[config.mk]
export PLATFORM = sky130hd
export DESIGN_NAME = instr_encoder_loader
export DESIGN_NICKNAME = d
export VERILOG_FILES = /design/src/rtl/instr_encoder_loader.sv
export SDC_FILE = /design/constraint.sdc
export NUM_CORES = 1
export LEC_CHECK = 0
export CORE_MARGIN = 2
export CORE_UTILIZATION = 56
export CTS_CLUSTER_SIZE = 25
export DETAILED_ROUTE_END_ITERATION = 7
export DONT_BUFFER_PORTS = 1
export GPL_ROUTABILITY_DRIVEN = 1
export GPL_TIMING_DRIVEN = 0
export PLACE_DENSITY = 0.8
export SLEW_MARGIN = 20
export SYNTH_ARGS = -nofsm -noshare
export SYNTH_HDL_FRONTEND = slang
export SYNTH_SLANG_ARGS = --single-unit
[constraint.sdc]
create_clock -name clk -period 4.4 [get_ports clk]
set_input_delay 0.66 -clock clk [delete_from_list [all_inputs] [get_ports clk]]
set_output_delay 0.66 -clock clk [all_outputs]
set_load 0.005 [all_outputs]
[src/rtl/instr_encoder_loader.sv]
// instr_encoder_loader: assembles symbolic MIPS instructions into machine words,
// queues them in a small FIFO and writes them sequentially into imem from BASE_ADDR.
//
// Ports:
//   clk, reset          clock, asynchronous active-high reset
//   start, finish       control pulses (restart in IDLE/DONE, end of program)
//   in_valid, in_ready  instruction stream handshake
//   mnem, rs, rt, rd    mnemonic code and register fields
//   imm, target         immediate / offset and jump target fields
//   imem_we, imem_ready imem write request and acceptance
//   imem_addr           byte address of the word being written
//   imem_wdata          encoded word being written
//   count               words written since start
//   err                 sticky illegal-mnemonic flag
//   done                load complete
module instr_encoder_loader #(
    parameter int            DEPTH     = 4,
    parameter int            AW        = 32,
    parameter logic [AW-1:0] BASE_ADDR = '0
) (
    input  logic          clk,
    input  logic          reset,
    input  logic          start,
    input  logic          finish,
    input  logic          in_valid,
    output logic          in_ready,
    input  logic [4:0]    mnem,
    input  logic [4:0]    rs,
    input  logic [4:0]    rt,
    input  logic [4:0]    rd,
    input  logic [15:0]   imm,
    input  logic [25:0]   target,
    output logic          imem_we,
    input  logic          imem_ready,
    output logic [AW-1:0] imem_addr,
    output logic [31:0]   imem_wdata,
    output logic [AW-1:0] count,
    output logic          err,
    output logic          done
);

    localparam int PW = $clog2(DEPTH);

    typedef enum logic [1:0] {
        S_IDLE,
        S_LOAD,
        S_DRAIN,
        S_DONE
    } state_t;

    state_t      state;
    logic        armed;
    logic [31:0] mem [DEPTH];
    logic [PW:0] wr_ptr;
    logic [PW:0] rd_ptr;
    logic        empty;
    logic        full;
    logic        accept;
    logic        push;
    logic        pop;
    logic [31:0] enc_word;
    logic        enc_ok;

    // Combinational assembler; every field not part of the format is zeroed.
    always_comb begin
        enc_word = 32'h0;
        enc_ok   = 1'b1;
        unique case (mnem)
            5'd0:  enc_word = {6'b000000, rs, rt, rd, 5'b0, 6'b100000};
            5'd1:  enc_word = {6'b000000, rs, rt, rd, 5'b0, 6'b100010};
            5'd2:  enc_word = {6'b000000, rs, rt, rd, 5'b0, 6'b100100};
            5'd3:  enc_word = {6'b000000, rs, rt, rd, 5'b0, 6'b100101};
            5'd4:  enc_word = {6'b000000, rs, rt, rd, 5'b0, 6'b101010};
            5'd5:  enc_word = {6'b000000, rs, 15'b0, 6'b001000};
            5'd6:  enc_word = {6'b000000, rs, rt, 10'b0, 6'b011000};
            5'd7:  enc_word = {6'b100011, rs, rt, imm};
            5'd8:  enc_word = {6'b101011, rs, rt, imm};
            5'd9:  enc_word = {6'b000100, rs, rt, imm};
            5'd10: enc_word = {6'b000101, rs, rt, imm};
            5'd11: enc_word = {6'b001000, rs, rt, imm};
            5'd12: enc_word = {6'b001101, rs, rt, imm};
            5'd13: enc_word = {6'b001100, rs, rt, imm};
            5'd14: enc_word = {6'b001110, rs, rt, imm};
            5'd15: enc_word = {6'b001010, rs, rt, imm};
            5'd16: enc_word = {6'b100001, rs, rt, imm};
            5'd17: enc_word = {6'b100000, rs, rt, imm};
            5'd18: enc_word = {6'b100100, rs, rt, imm};
            5'd19: enc_word = {6'b101001, rs, rt, imm};
            5'd20: enc_word = {6'b101000, rs, rt, imm};
            5'd21: enc_word = {6'b001111, 5'b0, rt, imm};
            5'd22: enc_word = {6'b000110, rs, 5'b0, imm};
            5'd23: enc_word = {6'b000010, target};
            5'd24: enc_word = {6'b000011, target};
            default: enc_ok = 1'b0;
        endcase
    end

    // Pointers carry one extra bit to tell full from empty.
    assign empty = (wr_ptr == rd_ptr);
    assign full  = (wr_ptr[PW] != rd_ptr[PW]) &&
                   (wr_ptr[PW-1:0] == rd_ptr[PW-1:0]);

    // armed keeps in_ready low until the first edge after reset release.
    assign in_ready = armed && !full &&
                      (state == S_IDLE || state == S_LOAD);
    assign accept   = in_valid && in_ready;
    assign push     = accept && enc_ok;

    // Built from async-reset registers, so it falls as soon as reset rises.
    assign imem_we    = !empty && (state == S_LOAD || state == S_DRAIN);
    assign pop        = imem_we && imem_ready;
    assign imem_wdata = imem_we ? mem[rd_ptr[PW-1:0]] : 32'h0;
    assign done       = (state == S_DONE);

    always_ff @(posedge clk) begin
        if (push) begin
            mem[wr_ptr[PW-1:0]] <= enc_word;
        end
    end

    always_ff @(posedge clk or posedge reset) begin
        if (reset) begin
            state     <= S_IDLE;
            armed     <= 1'b0;
            wr_ptr    <= '0;
            rd_ptr    <= '0;
            imem_addr <= BASE_ADDR;
            count     <= '0;
            err       <= 1'b0;
        end else begin
            armed <= 1'b1;
            if (push) begin
                wr_ptr <= wr_ptr + (PW+1)'(1);
            end
            if (pop) begin
                rd_ptr    <= rd_ptr + (PW+1)'(1);
                imem_addr <= imem_addr + AW'(4);
                count     <= count + AW'(1);
            end
            unique case (state)
                S_IDLE: begin
                    if (start) begin
                        imem_addr <= BASE_ADDR;
                        count     <= '0;
                        err       <= 1'b0;
                    end
                    if (finish) begin
                        state <= push ? S_DRAIN : S_DONE;
                    end else if (accept) begin
                        state <= S_LOAD;
                    end
                end
                S_LOAD: begin
                    if (finish) begin
                        state <= S_DRAIN;
                    end
                end
                S_DRAIN: begin
                    if (empty) begin
                        state <= S_DONE;
                    end
                end
                S_DONE: begin
                    if (start) begin
                        state     <= S_IDLE;
                        imem_addr <= BASE_ADDR;
                        count     <= '0;
                        err       <= 1'b0;
                    end
                end
                default: state <= S_IDLE;
            endcase
            // An illegal mnemonic in the same cycle as start still flags.
            if (accept && !enc_ok) begin
                err <= 1'b1;
            end
        end
    end

endmodule
==> results of run 1 <==
power groups by stage:
stage               registers, mW  clock network [mW]  logic [mW]
floorplan                    2.22                   0        1.44
global placement             2.25                   0        1.94
detailed placement           2.25                   0        2.01
CTS                          2.21                1.65        2.03
global route                 2.22                1.73        2.21
finish                       2.21                1.63        2.02
synthesized netlist by cell type (13+ instances only):
cell type                  number
sky130_fd_sc_hd__o31ai_1       22
sky130_fd_sc_hd__nand2_1       65
sky130_fd_sc_hd__and3_1        39
sky130_fd_sc_hd__clkbuf_1      37
sky130_fd_sc_hd__a21oi_1       48
sky130_fd_sc_hd__o21ai_0       20
sky130_fd_sc_hd__mux2i_1       24
sky130_fd_sc_hd__a22o_1        15
sky130_fd_sc_hd__nand2b_1      27
sky130_fd_sc_hd__inv_1         19
sky130_fd_sc_hd__buf_2         16
sky130_fd_sc_hd__nand3_1       24
sky130_fd_sc_hd__nor4_1        17
sky130_fd_sc_hd__or4_1         24
sky130_fd_sc_hd__edfxtp_1     124
sky130_fd_sc_hd__and4_1        13
sky130_fd_sc_hd__mux4_2        31
sky130_fd_sc_hd__nand4_1       23
sky130_fd_sc_hd__dfrtp_1       72
logic make-up after synthesis:
kind of cell	after synthesis	synth area share
flip-flops	196	0.5691
AO/OA/AOI/OAI	143	0.09976
multiplexers	56	0.09782
adder cells (fa/ha/maj)	12	0.01547
other	2	0.0007736
XOR/XNOR	13	0.01327
AND/OR/NAND/NOR	281	0.1684
buffers and inverters	80	0.03531
flip-flops by register name, summed over array words and instances, names as in the netlist:
signal	cells
err	1
state	2
armed	1
wr_ptr	3
rd_ptr	3
imem_addr	30
mem	124
count	32
routing by layer:
| layer | vias up | part of all wire | routed length [µm] |
|---|---|---|---|
| met1 | 3499 | 0.38 | 8844 |
| li1 | 3107 | - | - |
| met3 | 38 | 0.099 | 2280 |
| met2 | 348 | 0.50 | 11440 |
| met4 | 0 | 0.023 | 528 |
| met5 | - | 0 | 0 |
cell type report:
class / instances / share of cell area
well taps: 225 / 0.02612
plain buffers: 61 / 0.02519
flip-flops and latches: 196 / 0.5127
clock inverters: 15 / 0.02078
repair buffers: 5 / 0.01138
inverters: 19 / 0.006850
multi-input cells: 509 / 0.3575
clock buffers: 17 / 0.03948
final timing paths:
| path | start | end | slack [ps] |
|---|---|---|---|
| max | rd_ptr[1]$_DFFE_PP0P_ | imem_wdata[26] | 1420 |
| min | reset | count[17]$_DFF_PP0_ | 70 |
| max reg2reg | state[0]$_DFFE_PP0P_ | imem_addr[17]$_DFF_PP0_ | 1770 |
| min reg2reg | err$_DFFE_PP0P_ | err$_DFFE_PP0P_ | 520 |
| max in group asynchronous | reset | wr_ptr[0]$_DFFE_PP0P_ | 3780 |
| min in group clk | in_valid | err$_DFFE_PP0P_ | 370 |
metrics by stage:
stage,setup slack (ps),util
global placement,1136,0.5841
floorplan,1878,-
CTS,1365,0.6296
finish,1418,0.6296
detailed placement,1623,0.5917
global route,1286,0.6296
==> run summary, run 1 <==
The global placement routability congestion is 0.9102. Setup repair after global routing left no endpoint under its margin. The sequential share of the synthesized area is 0.5691.

The routed via count came out at 6992. In this run, post-CTS repair resized a total of 0 instances. The cell total after placement came out at 1015. The first-pass detailed-route iteration total came out at 5. The relative area change from synthesis to final layout came out at 11.01%. The floorplan step set the die height to 135.7 µm.

The share of total power in sequential cells is 0.377. The critical path data arrival time is 2320 ps. The design draws 5.864 mW.

The max-capacitance violation count came out at 0. The post-CTS setup buffer count came out at 0. The part of the power in combinational logic is 0.344.

The leftover overflow at the end of global routing is 0. The area taken by flip-flops and latches is 5525 µm². The number of slew-limit violations in the final report is 0. The area of the multi-input gates is 3852 µm². The combined global-route utilization of all metal layers is 0.2580. The distinct cell type count of the synthesized netlist came out at 60. The startpoint-to-endpoint class of the critical path is flop to primary output.

The setup TNS after final layout is 0 ps. Grouping stages by cell kind, the critical path spends the most delay in simple AND/OR/NAND/NOR gates. Along the worst path, the maximum fanout reaches 10. The async set or reset register ratio after synthesis came out at 0.3673. The largest buffer count on any clock path is 2.

Yosys attributes the largest share of cell area to sky130_fd_sc_hd__edfxtp_1 (38%), sky130_fd_sc_hd__dfrtp_1 (19%), sky130_fd_sc_hd__mux4_2 (7.2%). After routing the design area is 10780 µm². The clock period minus final worst setup slack came out at 2982 ps.

The data required time of the critical path came out at 3740 ps. The top-level I/O count is 168. The post-synthesis sequential element count is 196. The half-perimeter wire length after placement is 16060 µm. A synthesized cell averages 12.40 µm². TritonCTS built the clock tree. Among all flip-flop cells after synthesis, the most frequent one is sky130_fd_sc_hd__edfxtp_1.

The kind of launch point of the worst setup path is a flop. The clock power share came out at 0.279. The cell area after synthesis came out at 9708 µm². The number of rows created at floorplan is 48.

Setup violations remaining at the end of the flow were counted as 0. The number of clock buffers inserted by TritonCTS is 17. The number of H-tree levels came out at 4. The met3 routing resource usage after global routing is 0.07482. The number of clock sinks seen by CTS came out at 196. The antenna diode count came out at 0.

The maximum ir drop on the vdd rail came out at 0.3476 mV. The analysis attributes to net switching a power of 2.220 mW. The initial antenna violation count came out at 0.

The met2 track demand over resource in global routing came out at 0.4206. The full die area is 18410 µm². In the layout the commonest cells are sky130_fd_sc_hd__edfxtp_1 (124), sky130_fd_sc_hd__dfrtp_1 (72), sky130_fd_sc_hd__nand2_1 (65). Counting buffers and inverters, the worst setup path is 5 cells deep.

The min-delay analysis places its worst path in the category primary input to asynchronous set/reset pin. The count of buffers inserted at the top-level ports is 0. The insertion delay to the later sink of the worst-skew pair came out at 450 ps. The power density relative to cell area came out at 544.1 nW/µm². For this design, the CTS-stage hold fixing added 0 buffers. The number of enable-type register cells in the synthesized netlist came out at 124. The final cycle utilization of the critical path is 0.6777. The timing-limited maximum frequency came out at 335.3 MHz.

The tree is rooted in a sky130_fd_sc_hd__clkbuf_16. The net count of the finished layout is 889. The final instance count without filler cells came out at 1047.

The starting utilization of the core area is 0.5672. Counting cells, the worst reg-to-reg path comes to 9. The post-detailed-route wirelength per cell is 22.06 µm. After global routing, the most crowded layer is met2. The number of cells produced by synthesis came out at 783. The master of the slowest instance on the critical path is sky130_fd_sc_hd__nand3_1. Of the cells placed in the final design, the portion with a size suffix greater than 1 is 0.1241. The number of violations reported at the end of detailed-routing iteration 0 came out at 773. The most frequent standard cell in the layout excluding fill and tap cells is sky130_fd_sc_hd__edfxtp_1. Hold is met by 65.93 ps. The slew at the pin closest to its max-slew limit is 1186 ps. For this run, the number of Yosys warnings is 0. After clock tree synthesis, the clock-pin slew on the worst setup and hold paths is 90 ps.

Of the total power, the share spent switching nets is 0.3786. The worst relative slew slack is 0.2028. The die boundary width is 135.7 µm.

The critical path's largest stage delay is 400 ps. The core area is 17120 µm². The flow ran to the end, and the final reports show no timing, DRC or antenna violations. The via density per instance is 6.678. The post-place instance area is 10130 µm². The cell-internal power came out at 3.643 mW.

The number of hold-slack violations in the final timing report came out at 0. The total wirelength of the detailed-routed design is 23090 µm. STA classifies the critical path endpoint as a primary output.

The final worst clock skew is 15.32 ps. The number of buffers and inverters on the critical path is 2. The remaining design rule violation count came out at 0. The met1 usage is 0.3251.

In this run the remaining antenna-violating nets after routing total 0. After filler insertion, the fill cell instance count of the layout stands at 1325. The top-area cell type share of the netlist area is 0.3836. The wire length of the first global-routing pass is 36130 µm.

The via count of the first global-routing pass was 6853. For this design the static power due to leakage is 3.916 nW. sky130_fd_sc_hd__edfxtp_1 takes more of the synthesized area than any other cell.

The critical path goes through buf_2, xnor2_2, nand3_1, clkbuf_1, and3_1. Entering global routing, the biggest net connects 45 pins.
Note: power is estimated with default switching activity, not from simulation.
==> run 2, diff against run 1 <==
- PLACE_DENSITY: 0.8 -> 0.83
- clock period: 4.4 -> 2.72 ns (I/O delays scaled with it)
==> run summary, run 2 (synthesized netlist as in run 1, its figures left out) <==
For hold timing, the worst endpoint is err$_DFFE_PP0P_. The relative area change from synthesis to final layout was 10.88% (was 11.01%). The starting utilization of the core area was 0.5672 (unchanged). The cell total after placement came out at 1015 (unchanged).

The worst hold path begins at in_valid. The highest net fanout along the worst path came out at 10 (unchanged). The worst hold path stage count came out at 2. The post-route worst hold slack came to 120.6 ps (was 65.93 ps). The depth of the worst register-to-register path was 5 (was 9). The combined global-route utilization of all metal layers came out at 0.2576 (was 0.2580). The post-CTS setup buffer count came out at 0 (unchanged).

Leading cell types in the layout, fill and taps excluded: sky130_fd_sc_hd__edfxtp_1 (124), sky130_fd_sc_hd__dfrtp_1 (72), sky130_fd_sc_hd__nand2_1 (65) (unchanged). The power density relative to cell area is 876.5 nW/µm² (was 544.1 nW/µm²). Run status: complete, no violations (unchanged). The number of nets in the finished design came out at 890 (was 889).

The number of rows created at floorplan was 48 (unchanged). The timing-limited maximum frequency is 386.7 MHz. The remaining design rule violation count is 0 (unchanged). The first-pass detailed-route iteration total came out at 7 (was 5). The number of routed nets with antenna violations came to 0 (unchanged). The data required time of the critical path came to 2310 ps (was 3740 ps). The clock period minus final worst setup slack is 2586 ps. The top-level I/O count is 168 (unchanged). The area of the multi-input gates was 3865 µm² (was 3852 µm²). The antenna diode count came to 0 (unchanged). The wire length of the first global-routing pass is 36090 µm (was 36130 µm). The critical path data arrival time was 2180 ps (was 2320 ps). The flip-flop count of the largest register, all copies and words added is 124 (unchanged). The core area came out at 17120 µm² (unchanged). The total wirelength of the detailed-routed design came out at 23350 µm (was 23090 µm). The setup TNS after final layout is 0 ps (unchanged).

The nature of the critical path endpoint is a primary output (unchanged). The static leakage came out at 3.913 nW (was 3.916 nW). The via count of the first global-routing pass is 6860 (was 6853).

The max-capacitance violation count is 0 (unchanged). The share of cells above drive strength 1 is 0.1288 (was 0.1241). The count of filler cells inserted in the layout came out at 1265 (was 1325).

The clock-pin transition on the worst setup and hold timing paths is 80 ps (was 90 ps). The post-detailed-route wirelength per cell is 22.28 µm (was 22.06 µm). The number of slew-limit violations in the final report came out at 0 (unchanged). The number of clock buffers inserted by TritonCTS was 17 (unchanged).

The number of violations reported at the end of detailed-routing iteration 0 came out at 568 (was 773). The initial antenna violation count is 0 (unchanged). The via density per instance is 6.661 (was 6.678). The y dimension of the die came out at 135.7 µm (unchanged). The library cell used as clock root buffer is sky130_fd_sc_hd__clkbuf_16 (unchanged). The slew at the pin closest to its max-slew limit is 1053 ps (was 1186 ps). The startpoint of the worst register-to-register path is rd_ptr[1]$_DFFE_PP0P_ (was state[0]$_DFFE_PP0P_). The path class of the lowest-slack min-delay path was primary input to flop (was primary input to asynchronous set/reset pin).

The kind of launch point of the worst setup path was a flop (unchanged). The most frequent standard cell in the layout excluding fill and tap cells was sky130_fd_sc_hd__edfxtp_1 (unchanged). The global placement routability congestion came out at 0.9199 (was 0.9102). The count of buffers inserted at the top-level ports is 0 (unchanged). The maximum ir drop on the vdd rail came out at 0.6081 mV (was 0.3476 mV). The number of clock sinks seen by CTS is 196 (unchanged).

The maximum number of pins on one net before global-route repair came out at 41 (was 45). The final cycle utilization of the critical path came out at 0.9508. The largest buffer count on any clock path came out at 2 (unchanged).

The number of hold-slack violations in the final timing report came out at 0 (unchanged). The capture point of the worst reg-to-reg path was mem[3][24]$_DFFE_PP_ (was imem_addr[17]$_DFF_PP0_). The final worst clock skew is 14.12 ps (was 15.32 ps). The area taken by flip-flops and latches is 5525 µm² (unchanged). The routed via count is 6981 (was 6992).

The full die area is 18410 µm² (unchanged). The insertion delay to the later sink of the worst-skew pair came out at 450 ps (about the same). The register-to-register path setup slack came out at 160 ps (was 1770 ps). The die boundary width came out at 135.7 µm (unchanged). The post-route core utilization was 0.6289 (was 0.6296).

The number of H-tree levels is 4 (unchanged). The final instance count without filler cells came out at 1048 (was 1047). RSZ-0062 raised after global routing: no (unchanged). The count of endpoints failing setup in the final report is 0 (unchanged). The half-perimeter wire length after placement was 15960 µm (was 16060 µm). The worst relative slew slack came out at 0.2920 (was 0.2028). The startpoint-to-endpoint class of the critical path is flop to primary output (unchanged).

The clock tree from TritonCTS is done (unchanged). The leftover overflow at the end of global routing came out at 0 (unchanged).
## run 2: cell types whose count changed in the layout (fill, tap and decap cells not counted)
cell / delta
sky130_fd_sc_hd__buf_12: +1
sky130_fd_sc_hd__inv_8: +3
sky130_fd_sc_hd__clkbuf_2: +3
sky130_fd_sc_hd__nand3_4: +1
sky130_fd_sc_hd__nand3_1: -1
sky130_fd_sc_hd__buf_16: -1
sky130_fd_sc_hd__clkinvlp_4: +1
sky130_fd_sc_hd__clkbuf_1: -4
sky130_fd_sc_hd__inv_12: -3
sky130_fd_sc_hd__clkinv_4: +1
sky130_fd_sc_hd__clkinv_8: -2
sky130_fd_sc_hd__buf_1: +1
sky130_fd_sc_hd__dlygate4sd3_1: +1
## run 2: metrics by stage
stage / power (mW) / area [µm²] / setup slack [ps]
2_1_floorplan: 5.923 / 9716 / 307.3
3_3_place_gp: 6.766 / 9997 / -456.5
3_5_place_dp: 6.884 / 10120 / 142.6
4_1_cts: 9.447 / 10750 / 78.60
5_1_grt: 9.899 / 10760 / 2.837
6_report: 9.435 / 10760 / 133.8
## run 2: area by class of cell
type                       count  area share
sequential                   196      0.5133
multi-input combinational    509      0.3591
clock buffer                  17     0.03952
tap                          225     0.02615
buffer                        61     0.02557
clock inverter                15     0.01790
timing repair buffer           6     0.01162
inverter                      19    0.006858
## run 2: worst max-delay path by stage
stage	depth (start not counted)	startpoint	slack (ps)	endpoint
after floorplan	4	rd_ptr[1]$_DFFE_PP0P_	310	mem[3][0]$_DFFE_PP_
after global placement	4	rd_ptr[1]$_DFFE_PP0P_	-460	mem[3][8]$_DFFE_PP_
after detailed placement	8	state[0]$_DFFE_PP0P_	140	imem_addr[21]$_DFF_PP0_
after CTS	8	state[0]$_DFFE_PP0P_	80	imem_addr[26]$_DFF_PP0_
after global routing	5	rd_ptr[1]$_DFFE_PP0P_	3	mem[3][27]$_DFFE_PP_
final	4	rd_ptr[1]$_DFFE_PP0P_	130	imem_wdata[2]
## run 2: layer usage
metal	wire length [µm]	track usage	share of wire
met3	2357	0.07819	0.10
met5	0	0	0
met2	11500	0.4245	0.49
met1	9066	0.3251	0.39
met4	430	0.09028	0.018
## run 2: where the power goes
group | internal [mW] | switching [mW]
logic | 1.19 | 2.09
registers | 3.42 | 0.152
clock network | 1.27 | 1.31
## run 2: what timing repair did
action / in CTS / in global routing
endpoints found under the setup margin: 17 / 14
endpoints found under the hold margin: 32 / 0
gates resized for setup: 1 / 8
cloned: 0 / 0
hold buffers: 1 / 0
## run 2: worst max-delay path, cell delays in order, from the launching register on
cell and delay, ps:
sky130_fd_sc_hd__dfrtp_1 340, sky130_fd_sc_hd__buf_2 220, sky130_fd_sc_hd__clkbuf_1 520, sky130_fd_sc_hd__mux4_2 420, sky130_fd_sc_hd__and3_1 240
